**src/rtl/j1_pkg.sv**
```systemverilog
// Shared definitions for the J1 interrupt controller: register map, CTRL bits
// and controller state encodings.
package j1_pkg;

  localparam int NSRC_MAX = 8;

  // Register offsets, selected by io_addr[2:1].
  localparam logic [1:0] OFF_PEND = 2'd0;
  localparam logic [1:0] OFF_MASK = 2'd1;
  localparam logic [1:0] OFF_VEC  = 2'd2;
  localparam logic [1:0] OFF_CTRL = 2'd3;

  localparam int CTRL_EN_BIT  = 0;
  localparam int CTRL_EOI_BIT = 1;
  localparam int VEC_ISV_BIT  = 15;

  typedef enum logic [1:0] {
    ST_IDLE = 2'd0,
    ST_REQ  = 2'd1,
    ST_SERV = 2'd2
  } irq_state_e;

endpackage

```
**src/rtl/j1_irq_ctrl_if.sv**
```systemverilog
// CPU I/O bus as seen by a memory-mapped peripheral on the J1.
interface j1_irq_ctrl_if;
  logic        io_rd;
  logic        io_wr;
  logic [15:0] io_addr;
  logic [15:0] io_dout;
  logic [15:0] rd_data;
  logic        sel;

  modport master (
    output io_rd, io_wr, io_addr, io_dout,
    input  rd_data, sel
  );

  modport slave (
    input  io_rd, io_wr, io_addr, io_dout,
    output rd_data, sel
  );
endinterface

```
**src/rtl/j1_prio_enc.sv**
```systemverilog
// Fixed-priority encoder: the lowest set bit wins; valid flags a non-empty vector.
module j1_prio_enc #(
  parameter int N = 4
) (
  input  logic [N-1:0] vec,
  output logic [2:0]   idx,
  output logic         valid
);

  always_comb begin
    // NOTE: idx gets a default before the loop so no path leaves it unassigned (no latch).
    idx = '0;
    // Scan downward so the last (lowest) hit overrides higher ones.
    for (int i = N - 1; i >= 0; i--) begin
      if (vec[i]) idx = 3'(i);
    end
  end

  assign valid = |vec;

endmodule

```
**src/rtl/j1_irq_ctrl.sv**
```systemverilog
// Interrupt controller for the J1 core: edge-triggered pending bits, mask,
// single-level (non-nested) service with explicit EOI.
import j1_pkg::*;

module j1_irq_ctrl #(
  parameter int          NSRC = 4,
  parameter logic [15:0] BASE = 16'h6000
) (
  input  logic            clk,
  input  logic            rst_n,
  input  logic [NSRC-1:0] irq_src,
  j1_irq_ctrl_if.slave    bus,
  output logic            int_req,
  input  logic            int_ack
);

  logic [NSRC-1:0] pend, pend_d, mask, src_prev, rise, cand, w1c_clr, ack_clr;
  logic            en;
  logic [2:0]      vec_idx;
  logic            vec_isv;
  irq_state_e      state, state_d;
  logic [2:0]      top_idx;
  logic            top_valid;
  logic [1:0]      reg_off;
  logic            wr_pend, wr_mask, wr_ctrl, eoi;
  logic            take_ack, take_eoi;
  logic [15:0]     rd_mux;
  logic            unused_bits;

  // Address bit 0 and write-data bits beyond the source count carry no meaning here.
  assign unused_bits = ^{bus.io_rd, bus.io_addr[0], bus.io_dout[15:NSRC]};

  assign bus.sel = (bus.io_addr[15:3] == BASE[15:3]);
  assign reg_off = bus.io_addr[2:1];
  assign wr_pend = bus.io_wr && bus.sel && (reg_off == OFF_PEND);
  assign wr_mask = bus.io_wr && bus.sel && (reg_off == OFF_MASK);
  assign wr_ctrl = bus.io_wr && bus.sel && (reg_off == OFF_CTRL);
  assign eoi     = wr_ctrl && bus.io_dout[CTRL_EOI_BIT];

  assign rise = irq_src & ~src_prev;
  assign cand = pend & mask;

  j1_prio_enc #(.N(NSRC)) u_prio (
    .vec   (cand),
    .idx   (top_idx),
    .valid (top_valid)
  );

  always_comb begin
    state_d  = state;
    take_ack = 1'b0;
    take_eoi = 1'b0;
    unique case (state)
      ST_IDLE: if (en && top_valid) state_d = ST_REQ;
      ST_REQ: begin
        // Withdrawal takes precedence: an ack for a vanished candidate is dropped.
        if (!en || !top_valid) begin
          state_d = ST_IDLE;
        end else if (int_ack) begin
          state_d  = ST_SERV;
          take_ack = 1'b1;
        end
      end
      ST_SERV: begin
        if (eoi) begin
          state_d  = ST_IDLE;
          take_eoi = 1'b1;
        end
      end
      default: state_d = ST_IDLE;
    endcase
  end

  always_comb begin
    for (int i = 0; i < NSRC; i++) begin
      ack_clr[i] = take_ack && (top_idx == 3'(i));
    end
    w1c_clr = wr_pend ? bus.io_dout[NSRC-1:0] : '0;
    // A new edge in the same cycle as a clear keeps the bit pending.
    pend_d  = (pend & ~(w1c_clr | ack_clr)) | rise;
  end

  // NOTE: sequential state uses non-blocking assignments so every register samples pre-edge values.
  always_ff @(posedge clk or negedge rst_n) begin
    if (!rst_n) begin
      src_prev <= '0;
      pend     <= '0;
      mask     <= '0;
      en       <= 1'b0;
      vec_idx  <= '0;
      vec_isv  <= 1'b0;
      state    <= ST_IDLE;
      int_req  <= 1'b0;
    end else begin
      src_prev <= irq_src;
      pend     <= pend_d;
      if (wr_mask) mask <= bus.io_dout[NSRC-1:0];
      if (wr_ctrl) en   <= bus.io_dout[CTRL_EN_BIT];
      state   <= state_d;
      int_req <= (state_d == ST_REQ);
      if (take_ack) begin
        vec_idx <= top_idx;
        vec_isv <= 1'b1;
      end else if (take_eoi) begin
        vec_isv <= 1'b0;
      end
    end
  end

  always_comb begin
    rd_mux = '0;
    if (bus.sel) begin
      unique case (reg_off)
        OFF_PEND: rd_mux[NSRC-1:0] = pend;
        OFF_MASK: rd_mux[NSRC-1:0] = mask;
        OFF_VEC: begin
          rd_mux[2:0]         = vec_idx;
          rd_mux[VEC_ISV_BIT] = vec_isv;
        end
        OFF_CTRL: rd_mux[CTRL_EN_BIT] = en;
        default:  rd_mux = '0;
      endcase
    end
  end

  assign bus.rd_data = rd_mux;

endmodule

```
**src/flat_wrapper.sv**
```systemverilog
// flat-port wrapper written by rule: the top's interface ports become plain ports
module j1_irq_ctrl_flat 
#(
  parameter int          NSRC = 4,
  parameter logic [15:0] BASE = 16'h6000
)
  (clk, rst_n, irq_src, int_req, int_ack, bus_io_rd, bus_io_wr, bus_io_addr, bus_io_dout, bus_rd_data, bus_sel);
  j1_irq_ctrl_if bus_i ();
  input  logic clk;
  input  logic rst_n;
  input  logic [NSRC-1:0] irq_src;
  output logic int_req;
  input  logic int_ack;
  input wire logic [$bits(bus_i.io_rd)-1:0] bus_io_rd;
  input wire logic [$bits(bus_i.io_wr)-1:0] bus_io_wr;
  input wire logic [$bits(bus_i.io_addr)-1:0] bus_io_addr;
  input wire logic [$bits(bus_i.io_dout)-1:0] bus_io_dout;
  output wire logic [$bits(bus_i.rd_data)-1:0] bus_rd_data;
  output wire logic [$bits(bus_i.sel)-1:0] bus_sel;
  assign bus_i.io_rd = bus_io_rd;
  assign bus_i.io_wr = bus_io_wr;
  assign bus_i.io_addr = bus_io_addr;
  assign bus_i.io_dout = bus_io_dout;
  assign bus_rd_data = bus_i.rd_data;
  assign bus_sel = bus_i.sel;
  j1_irq_ctrl #(.NSRC(NSRC), .BASE(BASE)) u_core (.clk(clk), .rst_n(rst_n), .irq_src(irq_src), .bus(bus_i), .int_req(int_req), .int_ack(int_ack));
endmodule
```
**config.mk**
```make
export PLATFORM = sky130hd
export DESIGN_NAME = j1_irq_ctrl_flat
export DESIGN_NICKNAME = d
export VERILOG_FILES = /design/src/rtl/j1_pkg.sv /design/src/rtl/j1_irq_ctrl_if.sv /design/src/rtl/j1_prio_enc.sv /design/src/rtl/j1_irq_ctrl.sv /design/src/flat_wrapper.sv
export SDC_FILE = /design/constraint.sdc
export NUM_CORES = 1
export LEC_CHECK = 0
export CAP_MARGIN = 20
export CORE_ASPECT_RATIO = 1.25
export CORE_MARGIN = 3
export CORE_UTILIZATION = 41
export DETAILED_ROUTE_END_ITERATION = 8
export PLACE_DENSITY = 0.84
export REMOVE_ABC_BUFFERS = 1
export SYNTH_ARGS = -nofsm -noshare
export SYNTH_HDL_FRONTEND = slang
export SYNTH_SLANG_ARGS = --single-unit
```
**constraint.sdc**
```tcl
create_clock -name clk -period 3 [get_ports clk]
set_input_delay 0.75 -clock clk [delete_from_list [all_inputs] [get_ports clk]]
set_output_delay 0.75 -clock clk [all_outputs]
set_load 0.05 [all_outputs]
```
# == Yosys cells after proc, flatten, opt, wreduce, memory -nomap -nowiden ==
# Cells that the tools add are included.
# totals
reg_bits,20
in_bits,41
elab_cells,65
# op_classes
n_eq_ne,10
n_mux,22
bitwise_logic,7
reduce_logical,18
# op_table
cell,count
$mux W16,1
$eq A13 B12 Y1 const B,1
$and A4 B4 Y4,3
$pmux W2 S3,2
$logic_and A1 B1 Y1,10
$mux W2,5
$mux W3,3
$mux W1,8
$not A4 Y4,2
$or A4 B4 Y4,2
$eq A2 B1 Y1 const B,3
$eq A2 B2 Y1 const B,3
$eq A3 B2 Y1 const B,2
$logic_not A2 Y1,2
$mux W4,1
$pmux W1 S4,1
$reduce_or A4 Y1,1
$eq A3 B1 Y1 const B,1
$logic_not A3 Y1,1
$logic_not A1 Y1,2
$pmux W1 S2,1
$reduce_bool A2 Y1,1
$logic_or A1 B1 Y1,1

# == Logic depth before layout (Yosys ltp) ==
# logic_depth
depth_word,11
ltp_mapped,5

# == By module ==
# From an unflattened synthesis, not the netlist that was laid out.
# unflattened
hier_cells,116
hier_area_um2,1123.6
# modules_own_cells
module,instances,cells_per_inst,area_per_inst_um2,seq_area_each_um2
j1_irq_ctrl,1,107,1077.3,500.5
j1_prio_enc,1,9,46.3,0.0

# == Worst setup path after synthesis ==
# No wires, ideal clock.
# synth_path
path_type,input to output
from,in bus_io_addr[6]
to,out bus_rd_data[15]
arrival_ns,2.338
path_slack_ns,-0.088
cell_stages,3
n_path_buf,0
cell_sequence,nor3_1 -> nand4_4 -> nor3_1
# synth_via
elab_chain_len,2
# synth_rtl
element,line,text
"start, declared",flat_wrapper.sv:16,input wire logic [$bits(bus_i.io_addr)-1:0] bus_io_addr;
$eq A13 B12 Y1,j1_irq_ctrl.sv:33,assign bus.sel = (bus.io_addr[15:3] == BASE[15:3]);
$mux W16,j1_irq_ctrl.sv:112,if (bus.sel) begin
"end, declared",flat_wrapper.sv:18,output wire logic [$bits(bus_i.rd_data)-1:0] bus_rd_data;
# No other way between the ends.

# == Worst setup path in the final report ==
# layout_path
from,in bus_io_addr[11]
to,out bus_rd_data[2]
# The elaborated chain is that of the path after synthesis.

==> metrics <==
first-pass GRT wire length=roughly 4400 um; critical path startpoint=bus_io_addr[11]; clock skew=just under 0.006 ns; First-pass DRT Iterations=4; Post-synth EDFFs=0; dominant cell type by area after synthesis=dfrtp_1; Power Dens Cells=around 310 mW/mm2; Slew Viols, Final=0; core footprint=0.00250 mm2; vias per cell=5.28; CP Class=in2out; sequential fraction of the synthesis area=a little over two fifths; # IOs=59; Final WS setup=approximately 0.038 ns; Worst EP arrival=~2.2 ns; Layout area overhead=41.5%; total number of vias=929; cells on worst reg2reg path=4; maximum clock rate=about 0.34 GHz; port bufs=33; Initial Utilization=between 40% and 50%; startpoint class of the critical path=input port; final setup TNS=0 ns; Yosys cell types=31; die area=approximately 0.0033 mm2; Final Util=between 60 and 70%; final worst path period share=98.7%; R2R Path Start=u_core.en; Setup crit end=bus_rd_data[2]; final WL=between 2000 and 3000 um; Slew HR=42.6%; Chip Width=52.3 um; placed cells=around 170; clk slew on worst S/H paths=0.11 ns; commonest non-fill, non-tap cells in the layout=27 x clkdlybuf4s50_1, 19 x dfrtp_1, 12 x nand2_1; Final setup viols=0; RSZ-0062 raised after global routing=true; vias in the first global route=roughly 950; Final Hold Fails=0; R2R Path End=u_core.pend[3]; clock root buffer=clkbuf_4; # diodes=0; LEAKAGE=around 0.74 nW; Yosys top cell area share=43.3%; # DRC=0; placed wire-length estimate=~2100 um; clock buffer depth=2; top_reg_cell synth=dfrtp_1; largest fanout on the critical path=6; Syn Std Cell Area=0.00110 mm2; grt ovf=0; Die Ht=roughly 64 um; DR WL/cell=approximately 16 um; worst reg2reg setup slack=between 1.5 and 2 ns; Synth Instances=slightly above 100; Mapped Avg Cell Area=between 10 and 15 um2; Async SR Flop Fraction=100%; 1st-iter DRT viols=16; Final #Nets=about 190; Tmin final=around 3.0 ns; GRT Resource Usage Total=17.5%; Sink Count=19; hold bufs inserted after CTS=0; Setup crit end kind=output pin; Post-Layout Cell Count=approximately 180; worst endpoint required time=between 2 and 2.5 ns; CTS tree=done; maxcap violations=0; maximum level of the CTS H-tree=1; row count=20; ratio of cells with drive above 1 in the final layout=between 20% and 30%; HP Class=reg2reg; pre-CTS WS=-0.0289 ns; Area contributors post-synth=dfrtp_1 43%, buf_4 7.5%, mux2_4 5.5%, nand2_1 4.1%, nor4_4 3.9%; Syn. warnings=0; initial antenna violation count=0; slew of the pin with the lowest slew margin=~0.86 ns; Yosys reg bits=19; largest net degree at the start of global routing=20; routability cong.=0.908; worst vdd ir=0.000192 V; clk_lat worst skew=approximately 0.3 ns; post-route antenna net violation count=0; hold wc startpoint=u_core.vec_isv; commonest non-fill, non-tap cell in the layout=clkdlybuf4s50_1; outcome=finished clean; cts bufs inserted=3
## synthesized netlist by cell type, drive strengths merged (2+ instances only)
library cell	n
a21oi	4
a22o	2
a31oi	2
a32o	2
and2	2
buf	12
clkbuf	2
dfrtp	19
inv	6
mux2	5
mux2i	3
nand2	12
nand3	2
nand4	7
nor2	4
nor2b	2
nor3	4
nor4	2
o2111a	2
## worst max-delay path: stages
cell and delay [ns]:
clkdlybuf4s50_1 0.45, nor4_4 0.33, nand4_4 0.19, nor3_2 0.21, buf_4 0.15, buf_12 0.13
## cells by family (layout without fill, tap and decap cells)
family | after synthesis | in the layout | share of synthesized area (%)
AOI/OAI and AO/OA | 16 | 16 | 11.2
buffers and inverters | 21 | 51 | 11.2
DFF | 19 | 19 | 43.3
muxes | 9 | 9 | 11.3
other | 1 | 11 | 0.341
and+or+nand+nor | 37 | 37 | 22.8
## layout make-up
| cell class | instances | area, um2 |
|---|---|---|
| fillers | 205 | 948 |
| well taps | 33 | 41.3 |
| flip-flops and latches | 19 | 475 |
| inverters | 7 | 27.5 |
| clock buffers | 4 | 26.3 |
| repair buffers | 40 | 430 |
| multi-input cells | 73 | 553 |
## worst min-delay path by stage
stage,slack (ns),cells after the start,to
2_1_floorplan,0.45,0,u_core.en
3_3_place_gp,0.48,2,u_core.vec_isv
3_5_place_dp,0.52,1,u_core.state[1]
4_1_cts,0.54,1,u_core.state[1]
5_1_grt,0.57,1,u_core.state[1]
6_report,0.55,2,u_core.vec_isv
## flip-flops by register name (all words and copies together) (netlist names)
signal / count
u_core.mask: 4
u_core.pend: 4
u_core.src_prev: 4
u_core.state: 2
u_core.vec_idx: 2
u_core.en: 1
u_core.int_req: 1
u_core.vec_isv: 1
## layer usage
metal	up-vias	share of wire, %	wire length (um)	global-route usage, %
met5	-	0	0	0
met4	0	2.1	57	7.99
met3	9	6.2	170	2.56
met2	39	55	1500	30.0
met1	448	37	1020	21.0
li1	433	-	-	-
## through the flow
| step | total power, mW | instance area (um2) | hold WS [ns] |
|---|---|---|---|
| 2_1_floorplan | 0.305 | 1040 | 0.454 |
| 3_5_place_dp | 0.359 | 1510 | 0.520 |
| 4_1_cts | 0.490 | 1540 | 0.538 |
| 5_1_grt | 0.508 | 1550 | 0.572 |
| 3_3_place_gp | 0.357 | 1510 | 0.484 |
| 6_report | 0.486 | 1550 | 0.548 |
## power by group
group / switching, mW / internal, mW
sequential: 0.000752 / 0.259
combinational: 0.0568 / 0.0384
clock: 0.0795 / 0.0519
total: 0.137 / 0.349
## timing repair
action	CTS	global route
setup buffers	0	1
resized for setup	1	2
setup endpoints to repair	1	4
pin swaps	0	2
Note: power is estimated with default switching activity, not from simulation.
